[src/rtl/cache_pkg.sv]
// Shared types and default widths for the data-cache miss path.
package cache_pkg;

  localparam int unsigned DATA_WIDTH     = 32;
  localparam int unsigned RAM_ADDR_WIDTH = 32;
  localparam int unsigned BYTE_OFFSET    = 2;

  typedef enum logic [1:0] {
    StIdle,
    StWriteback,
    StRefill,
    StUpdate
  } miss_state_e;

endpackage

[src/rtl/sat_counter.sv]
// Saturating up-counter: holds at all-ones instead of wrapping.
module sat_counter #(
  parameter int unsigned CNT_WIDTH = 16
) (
  input  logic                 clk,
  input  logic                 rst_n,
  input  logic                 inc,
  output logic [CNT_WIDTH-1:0] count
);

  logic [CNT_WIDTH-1:0] count_q;

  always_ff @(posedge clk or negedge rst_n) begin
    if (!rst_n) begin
      count_q <= '0;
    end else if (inc && (count_q != {CNT_WIDTH{1'b1}})) begin
      count_q <= count_q + {{(CNT_WIDTH-1){1'b0}}, 1'b1};
    end
  end

  assign count = count_q;

endmodule

[src/rtl/cache_miss_sequencer.sv]
// Miss handler for the two-way data cache: stalls the pipeline, writes back a
// dirty victim, refills the missing word from RAM and hands it back for commit.
module cache_miss_sequencer #(
  parameter int unsigned DATA_WIDTH     = cache_pkg::DATA_WIDTH,
  parameter int unsigned RAM_ADDR_WIDTH = cache_pkg::RAM_ADDR_WIDTH,
  parameter int unsigned BYTE_OFFSET    = cache_pkg::BYTE_OFFSET,
  parameter int unsigned CNT_WIDTH      = 16
) (
  input  logic                      clk,
  input  logic                      rst_n,
  input  logic                      access_valid,
  input  logic                      hit,
  input  logic                      evict_dirty,
  input  logic [RAM_ADDR_WIDTH-1:0] evict_addr,
  input  logic [DATA_WIDTH-1:0]     evict_data,
  input  logic [RAM_ADDR_WIDTH-1:0] miss_addr,
  input  logic                      ram_ready,
  input  logic [DATA_WIDTH-1:0]     ram_rdata,
  output logic                      stall,
  output logic                      ram_req,
  output logic                      ram_we,
  output logic [RAM_ADDR_WIDTH-1:0] ram_addr,
  output logic [DATA_WIDTH-1:0]     ram_wdata,
  output logic                      fill_valid,
  output logic [DATA_WIDTH-1:0]     fill_data,
  output logic [CNT_WIDTH-1:0]      miss_count,
  output logic [CNT_WIDTH-1:0]      wb_count
);

  import cache_pkg::*;

  miss_state_e state_q, state_d;

  logic [RAM_ADDR_WIDTH-1:0] evict_addr_q, miss_addr_q;
  logic [DATA_WIDTH-1:0]     evict_data_q, fill_data_q;
  logic                      dirty_q;
  logic                      miss, miss_start, wb_done;

  assign miss       = access_valid & ~hit;
  assign miss_start = (state_q == StIdle) & miss;
  assign wb_done    = (state_q == StWriteback) & ram_ready & dirty_q;

  // Transaction operands are captured once at the miss; inputs are ignored afterwards.
  always_ff @(posedge clk or negedge rst_n) begin
    if (!rst_n) begin
      state_q      <= StIdle;
      evict_addr_q <= '0;
      evict_data_q <= '0;
      miss_addr_q  <= '0;
      dirty_q      <= 1'b0;
      fill_data_q  <= '0;
    end else begin
      state_q <= state_d;
      if (miss_start) begin
        evict_addr_q <= {evict_addr[RAM_ADDR_WIDTH-1:BYTE_OFFSET], {BYTE_OFFSET{1'b0}}};
        evict_data_q <= evict_data;
        miss_addr_q  <= {miss_addr[RAM_ADDR_WIDTH-1:BYTE_OFFSET], {BYTE_OFFSET{1'b0}}};
        dirty_q      <= evict_dirty;
      end
      if ((state_q == StRefill) && ram_ready) begin
        fill_data_q <= ram_rdata;
      end
    end
  end

  always_comb begin
    state_d = state_q;
    unique case (state_q)
      StIdle:      if (miss) state_d = evict_dirty ? StWriteback : StRefill;
      StWriteback: if (ram_ready) state_d = StRefill;
      StRefill:    if (ram_ready) state_d = StUpdate;
      StUpdate:    state_d = StIdle;
      default:     state_d = StIdle;
    endcase
  end

  always_comb begin
    stall      = 1'b1;
    ram_req    = 1'b0;
    ram_we     = 1'b0;
    ram_addr   = '0;
    ram_wdata  = '0;
    fill_valid = 1'b0;
    unique case (state_q)
      StIdle: stall = miss;
      StWriteback: begin
        ram_req   = 1'b1;
        ram_we    = 1'b1;
        ram_addr  = evict_addr_q;
        ram_wdata = evict_data_q;
      end
      StRefill: begin
        ram_req  = 1'b1;
        ram_addr = miss_addr_q;
      end
      StUpdate: fill_valid = 1'b1;
      default: ;
    endcase
  end

  assign fill_data = fill_data_q;

  sat_counter #(
    .CNT_WIDTH(CNT_WIDTH)
  ) u_miss_counter (
    .clk  (clk),
    .rst_n(rst_n),
    .inc  (miss_start),
    .count(miss_count)
  );

  sat_counter #(
    .CNT_WIDTH(CNT_WIDTH)
  ) u_wb_counter (
    .clk  (clk),
    .rst_n(rst_n),
    .inc  (wb_done),
    .count(wb_count)
  );

endmodule

[config.mk]
export PLATFORM = sky130hd
export DESIGN_NAME = cache_miss_sequencer
export DESIGN_NICKNAME = d
export VERILOG_FILES = /design/src/rtl/cache_pkg.sv /design/src/rtl/sat_counter.sv /design/src/rtl/cache_miss_sequencer.sv
export SDC_FILE = /design/constraint.sdc
export NUM_CORES = 1
export LEC_CHECK = 0
export BUFFER_PORTS_ARGS = -buffer_cell sky130_fd_sc_hd__buf_2
export CAP_MARGIN = 5
export CORE_MARGIN = 2
export CORE_UTILIZATION = 45
export CTS_CLUSTER_DIAMETER = 60
export DETAILED_ROUTE_END_ITERATION = 8
export PLACE_DENSITY = 0.8
export SETUP_SLACK_MARGIN = 0.05
export SYNTH_ARGS = -nofsm -noshare
export SYNTH_HDL_FRONTEND = slang
export SYNTH_HIERARCHICAL = 1
export SYNTH_SLANG_ARGS = --single-unit
[constraint.sdc]
create_clock -name clk -period 2.3 [get_ports clk]
set_clock_uncertainty 0.05 [all_clocks]
set_input_delay 0.345 -clock clk [delete_from_list [all_inputs] [get_ports clk]]
set_output_delay 0.345 -clock clk [all_outputs]
set_load 0.005 [all_outputs]
=== After elaboration in Yosys (flattened, before gate mapping) ===
Cells that the tools add are included.

* Div/mod/pow operators: 0
* Shifts and indexed selects: 0
* Eq/ne operators: 8
* Bitwise logic cells: 5
* $mul: 0
* Add/subtract/negate cells: 2
* Reduce and logical (&&, ||, !) cells: 6
* Mux-type cells: 11
* $lt $le $gt $ge: 0

{| class="wikitable"
|+ Operators by type and width
! kind !! number
|-
| 32-bit one-hot mux with 2 select lines || 1
|-
| 16-bit by 1-bit adder with 16-bit output (second input constant) || 2
|-
| 32-bit two-way mux || 1
|-
| 16-bit inequality test (second input constant) || 2
|-
| 2-bit two-way mux || 4
|-
| 2-bit one-hot mux with 4 select lines || 1
|-
| 2-bit inequality test (second input constant) || 3
|-
| 1-bit AND || 4
|-
| 2-bit == test (second input constant) || 2
|-
| 1-bit two-way mux || 4
|-
| 1-bit logical AND || 3
|-
| 3-bit AND reduction || 1
|-
| 2-bit by 1-bit == test with 1-bit output (second input constant) || 1
|-
| 2-bit zero test || 1
|-
| 2-bit OR reduction || 1
|-
| 1-bit NOT || 1
|}

* Word-level logic and storage cells: 40
* RAM bits: 0
* Bits in latches: 0
* ROM bits: 0
* Input bits: 134
* Output and inout bits: 132
* Memories kept: 0
* Bits in registers: 159

=== Depth between registers and ports, before layout ===
Gate-level depths: netlist of run 1.

* Depth after elaboration: 4
* Gate-level depth with buffers: 10

=== By module ===
Netlist of run 1, hierarchy kept.

{| class="wikitable"
|+ By module, submodules not included
! module !! sequential area each (µm²) !! cells an instance !! instances !! area an instance (µm²)
|-
| cache_miss_sequencer || 3,178.0 || 394 || 1 || 5,775.5
|-
| sat_counter || 400.4 || 72 || 2 || 859.6
|}

=== Worst setup path after synthesis of run 1 ===
No wires, ideal clock.

* Path kind: register -> register
* From: reg state_q[1]
* To: reg u_wb_counter.count_q[5], in the netlist u_wb_counter/count[5]
* Cell stages (with the launch flop): 10
* Arrival time: 2,074 ps
* Library setup time: 119 ps
* Slack: 57 ps
* Cells stage by stage: dfrtp_1 inv_1 ha_1 buf_2 clkbuf_1 and3_1 and3_1 and4_2 o211ai_1 o21a_1

* Word-level cells in the longest chain between the ends: 4

{| class="wikitable"
|+ Ends and longest elaborated chain
! item !! RTL line !! text
|-
| start, declared || cache_miss_sequencer.sv:32 || <nowiki>miss_state_e state_q, state_d;</nowiki>
|-
| start signal, assigned || cache_miss_sequencer.sv:46 || <nowiki>state_q <= StIdle;</nowiki>
|-
| start signal, assigned || cache_miss_sequencer.sv:53 || <nowiki>state_q <= state_d;</nowiki>
|-
| 2-bit by 1-bit == test with 1-bit output || cache_miss_sequencer.sv:41 || <nowiki>assign wb_done = (state_q == StWriteback) & ram_ready & dirty_q;</nowiki>
|-
| 1-bit AND (2 in series) || cache_miss_sequencer.sv:41 ||
|-
| net wb_done || cache_miss_sequencer.sv:37 || <nowiki>logic miss, miss_start, wb_done;</nowiki>
|-
| 1-bit logical AND || sat_counter.sv:16 || <nowiki>end else if (inc && (count_q != {CNT_WIDTH{1'b1}})) begin</nowiki>
|-
| end signal, assigned || sat_counter.sv:17 || <nowiki>count_q <= count_q + {{(CNT_WIDTH-1){1'b0}}, 1'b1};</nowiki>
|-
| end, declared || sat_counter.sv:11 || <nowiki>logic [CNT_WIDTH-1:0] count_q;</nowiki>
|}

The timed path passes the listed nets, and every way through them passes these cells.
A chain may end at the register's enable or synchronous reset.

=== Worst setup path after layout of run 1 ===
* From: reg state_q[0]
* To: out ram_addr[23]

* Word-level cells in the longest chain between the ends: 2

{| class="wikitable"
|+ Ends and longest elaborated chain
! item !! RTL line !! text
|-
| 2-bit == test or 2-bit by 1-bit == test with 1-bit output (tied branches) || cache_miss_sequencer.sv:84 || <nowiki>unique case (state_q)</nowiki>
|-
| 32-bit one-hot mux with 2 select lines * || cache_miss_sequencer.sv:84 ||
|-
| end, declared || cache_miss_sequencer.sv:22 || <nowiki>output logic [RAM_ADDR_WIDTH-1:0] ram_addr,</nowiki>
|}

Every way passes the cells marked *; elsewhere a longest branch is shown, timed or not.

==> results of run 1 <==
-- kinds of logic (layout without fill, tap and decap cells) --
family / count (synthesis) / after routing / share of synthesized area, %
AOI/OAI and AO/OA: 62 / 62 / 6.23
xor gates and xnor gates: 14 / 14 / 1.64
adders and majority gates: 8 / 8 / 1.34
buffers and inverters: 31 / 306 / 2.47
DFF: 159 / 159 / 53.1
muxes: 130 / 130 / 22.4
other: 1 / 2 / 0.0500
and+or+nand+nor: 133 / 133 / 12.8
-- synth_stat cells, types with 6 or more instances --
library cell and count:
mux2_4 59, buf_2 7, nand4_1 16, xnor2_1 10, mux2_2 66, nand3_1 10
ha_1 8, and2_1 32, nor2b_1 30, nand2_1 11, buf_6 7, a21oi_1 6
a31oi_1 6, a22oi_1 30, o21a_1 10, dfrtp_1 159, clkbuf_1 10
-- routing by layer --
metal / share of wire, % / vias to the layer above / wire [microns]
met5: 0 / - / 0
met4: 1.3 / 0 / 234
met3: 5.6 / 16 / 975
met2: 51 / 178 / 8810
met1: 42 / 2577 / 7390
li1: - / 2470 / -
-- area by class of cell --
class | instances | area (sq um)
clock buffer | 17 | 425
clock inverter | 15 | 174
fill | 1336 | 6690
inverter | 3 | 11.3
multi-input combinational | 349 | 3350
sequential | 159 | 3980
tap | 220 | 275
timing repair buffer | 271 | 1500
-- placed cells by master (no fill, tap or decap), types with 3 or more instances in the layout --
| cell | instances |
|---|---|
| o21ai_0 | 3 |
| xor2_1 | 4 |
| and3_1 | 5 |
| mux2i_1 | 3 |
| o21a_1 | 10 |
| a22oi_1 | 30 |
| clkbuf_16 | 18 |
| ha_1 | 6 |
| buf_2 | 258 |
| xnor2_1 | 10 |
| a31oi_1 | 6 |
| inv_6 | 4 |
| and2_1 | 32 |
| buf_12 | 7 |
| nor4_4 | 4 |
| nand2_1 | 11 |
| clkinvlp_4 | 4 |
| a21oi_1 | 6 |
| mux2_2 | 66 |
| nand3_1 | 10 |
| nor2b_1 | 30 |
| clkinv_4 | 3 |
| nand4_1 | 16 |
| nor2_1 | 5 |
| dfrtp_1 | 158 |
| mux2_4 | 59 |
-- power by group through the flow --
stage                     clock network, mW  registers (mW)  logic [mW]
final                                  2.85            4.69        4.55
after global routing                   3.03            4.83        4.94
after CTS                              2.91            4.68        4.46
after detailed placement                  0            4.71        4.41
after global placement                    0            4.64        4.30
after floorplan                           0            4.57        2.88
-- worst max-delay path, cell delays in order (launching register included) --
cell and delay, ns:
dfrtp_2 0.44, inv_2 0.12, ha_2 0.22, buf_12 0.18
a22oi_1 0.10, nor2b_1 0.16, buf_2 0.14
-- registers in the layout, summed over array words and instances (netlist names) --
register,count
state_q,2
dirty_q,1
u_miss_counter/count,16
miss_addr_q,30
u_wb_counter/count,16
evict_addr_q,30
fill_data,32
evict_data_q,32
-- through the flow --
step                      utilization (%)  cell area [sq um]  instances
after global routing                 59.2               9720       1034
final                                59.2               9720       1034
after detailed placement             55.1               9040       1000
after CTS                            58.9               9660       1033
after global placement               55.1               9040       1000
after floorplan                         -               7500        539
-- worst min-delay path by stage --
| stage | cells past startpoint | startpoint | end |
|---|---|---|---|
| after global placement | 1 | rst_n | miss_addr_q[23] |
| after global routing | 2 | miss_addr[3] | miss_addr_q[3] |
| after CTS | 2 | evict_addr[28] | evict_addr_q[28] |
| final | 2 | evict_addr[28] | evict_addr_q[28] |
| after floorplan | 0 | rst_n | dirty_q |
| after detailed placement | 1 | rst_n | evict_data_q[26] |
-- timing repair --
item	4_1_cts	5_1_grt
pin swaps	0	0
hold endpoints to repair	50	0
hold buffers	1	0
setup endpoints to repair	22	33
resized for setup	3	9
gates cloned	0	1
==> summary.md, run 1 <==
| Metric | Value |
|---|---|
| EDFF count, synth | 0 |
| Fraction of layout cells with a size suffix above 1 | 55.7% |
| Cell internal pwr | 8.34 mW |
| Syn Std Cell Area | 7490 sq um |
| Initial antenna violation count | 1 |
| Critical Path Source | state_q[0] |
| P per Cell Area | 1240 nW/um^2 |
| Post-DP HPWL | 12.2 mm |
| Worst Tran Pin Value | 0.674 ns |
| Routed Antenna Nets | 0 |
| Initial Utilization | 45.7% |
| Setup violators final | 0 |
| Die height | 133 microns |
| Port buffer count | 259 |
| Slew HR | 55.1% |
| DR DRC count | 0 |
| Via count | 5241 |
| Final #Nets | 943 |
| Final hold vios | 0 |
| Die area | 17700 sq um |
| Clock power frac | 23.6% |
| Vias/cell | 5.07 |
| Seq/Total Area, Yosys | 53.1% |
| Syn Inst Count | 538 |
| N_diodes | 0 |
| Iteration-0 DRC Markers | 258 |
| Yosys top cell by area | dfrtp_1 |
| GRT met1 Usage | 24.8% |
| Vias in the first global route | 5272 |
| MaxCap Viol Count | 0 |
| Sequential power share | 38.8% |
| TritonCTS clock tree | yes |
| FF-to-FF Start | state_q[0] |
| Distinct cells, synth | 43 |
| H-tree levels | 4 |
| Hold slack | 0.101 ns |
| Outcome | finished clean |
| Fraction of registers with async set/reset | 100% |
| Startpoint Class | flip-flop |
| Minimum clock period | 2.18 ns |
| Met2 usage in global routing | 32.7% |
| RSZ-0062 raised after global routing | yes |
| Gr usage total | 19.4% |
| Reg2Reg Depth | 8 |
| DR pass1 iterations | 4 |
| CTS Sinks | 159 |
| Width of the die | 133 microns |
| Final Max Slew Viols | 0 |
| Drt wl/cell | 16.8 microns |
| Worst skew pair latency | 0.41 ns |
| I/O Pins | 266 |
| Area delta synth->final | 29.7% |
| Worst-path clk slew | 0.07 ns |
| First-pass GRT wire length | 27.4 mm |
| Comb power frac | 37.6% |
| Clk buf depth | 2 |
| Yosys top cell area share | 53.1% |
| Num CTS Buffers | 17 |
| Largest net degree at the start of global routing | 94 |
| HP Class | primary input to flip-flop |
| Post-route setup slack | 0.122 ns |
| Setup TNS | 0 ns |
| Worst slack at placement | 0.187 ns |
| Critical Path End | ram_addr[23] |
| Critical path class | flip-flop to output pin |
| Met3 usage | 5.13% |
| Final wirelength | 17.4 mm |
| Grt peak-use layer | met2 |
| Post CTS Setup Buffer Count | 0 |
| Top post-synthesis cells by area | dfrtp_1, mux2_4, mux2_2, a22oi_1, and2_1 |
| Worst EP required | 1.90 ns |
| Fmax | 0.459 GHz |
| Total power | 12.1 mW |
| Row count | 47 |
| Critical Path End Type | output pin |
| Worst Path Arrival | 1.78 ns |
| CTS root buf | clkbuf_16 |
| Worst vdd ir | 0.542 mV |
| Reg2Reg Capture Point | u_miss_counter/count[5] |
| Primary FF master, synth | dfrtp_1 |
| Global route overflow | 0 |
| Final cycle utilization of the critical path | 94.7% |
| Reg2Reg Setup Slack | 0.23 ns |
| LEAKAGE | 4.97 nW |
| Core Area | 16400 sq um |
| Yosys reg bits | 159 |
| Final GP Congestion | 0.802 |
| Worst-path fanout max | 23 |
| Psw | 3.74 mW |
| Post-Syn Area per Cell | 13.9 sq um |
| Synth Warn # | 6 |
| Sw frac | 31.0% |
Power figures use the tool's default switching activity.
==> run 2, diff against run 1 <==
Settings changed: BUFFER_PORTS_ARGS -buffer_cell sky130_fd_sc_hd__buf_2 to not set, CORE_UTILIZATION 45 to 57, DONT_BUFFER_PORTS set to 1, GPL_TIMING_DRIVEN set to 1, PLACE_DENSITY 0.8 to 0.79.
==> run 2 against run 1 <==
- the flow now finishes with violations (negative hold slack)
- non-clock buffer count is 259 lower
- maximum frequency is 0.79% higher
- sequential power is 3% higher
- die area is 20% lower
- routed wire length is 5.8% lower
- first-iteration DRC count is 94% higher
- critical path depth is 2 higher
- core utilization is 6.1 points higher
- clock power is 2% lower
- worst hold slack worse by 0.53 ns
- flip-flop and latch count stayed put
- critical endpoint is now u_miss_counter/count[10]
- largest power group unchanged
- highest routed layer unchanged
==> summary.md, run 2 (synthesis gave the netlist of run 1 again) <==
| Metric | Value |
|---|---|
| Critical path class | flip-flop to flip-flop |
| Area delta synth->final | 10.9% |
| Gr usage total | 23.5% (+4.1 points) |
| Worst-path clk slew | 0.06 ns (about the same) |
| HP Class | primary input to asynchronous set/reset pin |
| Initial antenna violation count | 1 (unchanged) |
| Post CTS Setup Buffer Count | 0 (unchanged) |
| CTS root buf | clkbuf_16 |
| Sw frac | 29.7% (-1.3 points) |
| Outcome | finished with violations |
| Row count | 41 (-13%) |
| Post-DP HPWL | 10.8 mm (-11%) |
| LEAKAGE | 3.81 nW (-23%) |
| Width of the die | 119 microns (-11%) |
| CTS Sinks | 159 (unchanged) |
| M1 wire length | 6.23 mm (-16%) |
| Fmax | 0.463 GHz (+0.79%) |
| Final hold vios | 159 (+159) |
| Final wirelength | 16.4 mm (-5.8%) |
| Clock power frac | 25.1% (+1.5 points) |
| Worst skew pair latency | 0.42 ns (about the same) |
| Worst vdd ir | 0.774 mV (+43%) |
| Via count | 4553 (-13%) |
| Routed Antenna Nets | 0 (unchanged) |
| Worst-path fanout max | 5 (-78%) |
| Drt wl/cell | 22.7 microns (+35%) |
| Minimum clock period | 2.16 ns (-0.0170 ns) |
| Post-route setup slack | 0.139 ns (+0.0170 ns) |
| Setup TNS | 0 ns (unchanged) |
| CP peak stage delay | 0.40 ns (-0.04 ns) |
| I/O Pins | 266 (unchanged) |
| Commonest non-fill, non-tap cell in the layout | dfrtp_1 |
| Vias/cell | 6.29 (+24%) |
| Initial Utilization | 58.9% (+13 points) |
| Clk buf depth | 2 (unchanged) |
| Critical path's top delay family | simple AND/OR/NAND/NOR gates |
| Num CTS Buffers | 17 (unchanged) |
| Hold slack | -0.426 ns (-0.527 ns) |
| Comb power frac | 31.7% (-5.9 points) |
| Port buffer count | 0 (-100%) |
| Global route overflow | 0 (unchanged) |
| Die height | 119 microns (-11%) |
| Worst EP required | 2.55 ns (+0.65 ns) |
| Final #Nets | 684 (-27%) |
| Critical Path End Type | flip-flop |
| Cell internal pwr | 7.84 mW (-6.0%) |
| Worst Path Arrival | 2.41 ns (+0.63 ns) |
| DR pass1 iterations | 5 (+1) |
| RSZ-0062 raised after global routing | yes |
| Met3 wire len | 1.63 mm (+67%) |
| Total power | 11.2 mW (-7.8%) |
| Critical path cell sequence | inv_1 -> ha_1 -> nand3b_4 -> inv_1 -> nand2_1 -> nor3_2 -> nand4_1 -> xnor2_1 |
| Fraction of layout cells with a size suffix above 1 | 33.4% (-22 points) |
| Final Max Slew Viols | 0 (unchanged) |
| Final cycle utilization of the critical path | 94.0% (-0.74 points) |
| Worst slack at placement | 0.208 ns (+0.0210 ns) |
| DR top layer | met4 |
| Largest net degree at the start of global routing | 160 (+70%) |
| Iteration-0 DRC Markers | 501 (+94%) |
| Crit-path most repeated cell | inv_1 |
| Final GP Congestion | 0.899 (+12%) |
| Die area | 14100 sq um (-20%) |
| Buf/Inv on CP | 2 (-1) |
| Critical-path top delay cell | dfrtp_1 |
| DR DRC count | 0 (unchanged) |
| First-pass GRT wire length | 25.9 mm (-5.2%) |
| Sequential power share | 43.2% (+4.4 points) |
| Setup violators final | 0 (unchanged) |
| Core Area | 12700 sq um (-22%) |
| H-tree levels | 4 (unchanged) |
| Fillers | 925 (-31%) |
| Psw | 3.31 mW (-12%) |
| Startpoint Class | flip-flop |
| Met2 WL | 8.28 mm (-6.1%) |
| Finished Core Util | 65.3% (+6.1 points) |
| MaxCap Viol Count | 0 (unchanged) |
| P per Cell Area | 1340 nW/um^2 (+7.9%) |
| Vias in the first global route | 4807 (-8.8%) |
| TritonCTS clock tree | yes |
| Commonest cells after routing, fill and taps aside | dfrtp_1, mux2_2, mux2_4 |
| Failing checks | negative hold slack |
-- run 2: cell types whose count changed in the layout (fill, tap and decap cells not counted), sizes merged --
| cell | previous run | this run |
|---|---|---|
| clkinv | 3 | 1 |
| buf | 269 | 9 |
| diode | 0 | 1 |
| clkbuf | 18 | 22 |
| inv | 9 | 3 |
| clkinvlp | 4 | 2 |
| dlygate4sd3 | 1 | 2 |
| bufbuf | 0 | 1 |
| bufinv | 2 | 3 |
-- run 2: layer usage --
metal,up-vias,global-route usage (%)
met4,0,7.22
met1,2335,28.2
met3,30,9.46
met5,-,0
li1,1947,-
met2,241,38.9
-- run 2: timing repair --
action | in CTS | in global routing
setup endpoints to repair | 1 | 28
endpoints found under the hold margin | 159 | 161
cloned | 1 | 0
resized for setup | 0 | 3
-- run 2: stage by stage --
step                      hold slack [ns]  instance area (sq um)  cells
after floorplan                 -0.000591                   7500    539
after global placement            0.00367                   7660    692
after detailed placement          0.00321                   7660    692
after CTS                          -0.444                   8280    721
after global routing               -0.458                   8310    723
final                              -0.426                   8310    724
-- run 2: worst paths after layout --
| path | startpoint | to | slack (ns) | cells past startpoint |
|---|---|---|---|---|
| max | state_q[0] | u_miss_counter/count[10] | 0.14 | 8 |
| max reg2reg | state_q[0] | u_miss_counter/count[10] | 0.14 | 8 |
| min in group clk | evict_data[26] | evict_data_q[26] | 0.02 | 1 |
| max in group asynchronous | rst_n | miss_addr_q[10] | 2.42 | 0 |
| min | rst_n | evict_addr_q[21] | -0.43 | 0 |
| min reg2reg | evict_data_q[25] | evict_data_q[25] | 0.45 | 1 |
-- run 2: power by group through the flow --
stage	combinational [mW]	sequential, mW	clock, mW
finish	3.53	4.81	2.80
global route	3.81	4.96	3.00
CTS	3.52	4.81	2.86
detailed placement	3.43	4.84	0
global placement	3.31	4.76	0
floorplan	2.88	4.57	0
-- run 2: cell type report --
class	count	area [sq um]	share of cell area, %
Sequential cell	159	3980	47.9
Multi-Input combinational cell	349	3340	40.2
Clock buffer	22	474	5.71
Tap cell	172	215	2.59
Timing Repair Buffer	12	178	2.14
Clock inverter	6	110	1.33
Inverter	3	11.3	0.136
Antenna cell	1	2.50	0.0301
-- run 2: worst register-to-register path, stage by stage (launching register included) --
cell and delay (ns):
dfrtp_1 0.40, inv_1 0.15, ha_1 0.30, nand3b_4 0.15
inv_1 0.22, nand2_1 0.22, nor3_2 0.25, nand4_1 0.15
xnor2_1 0.15
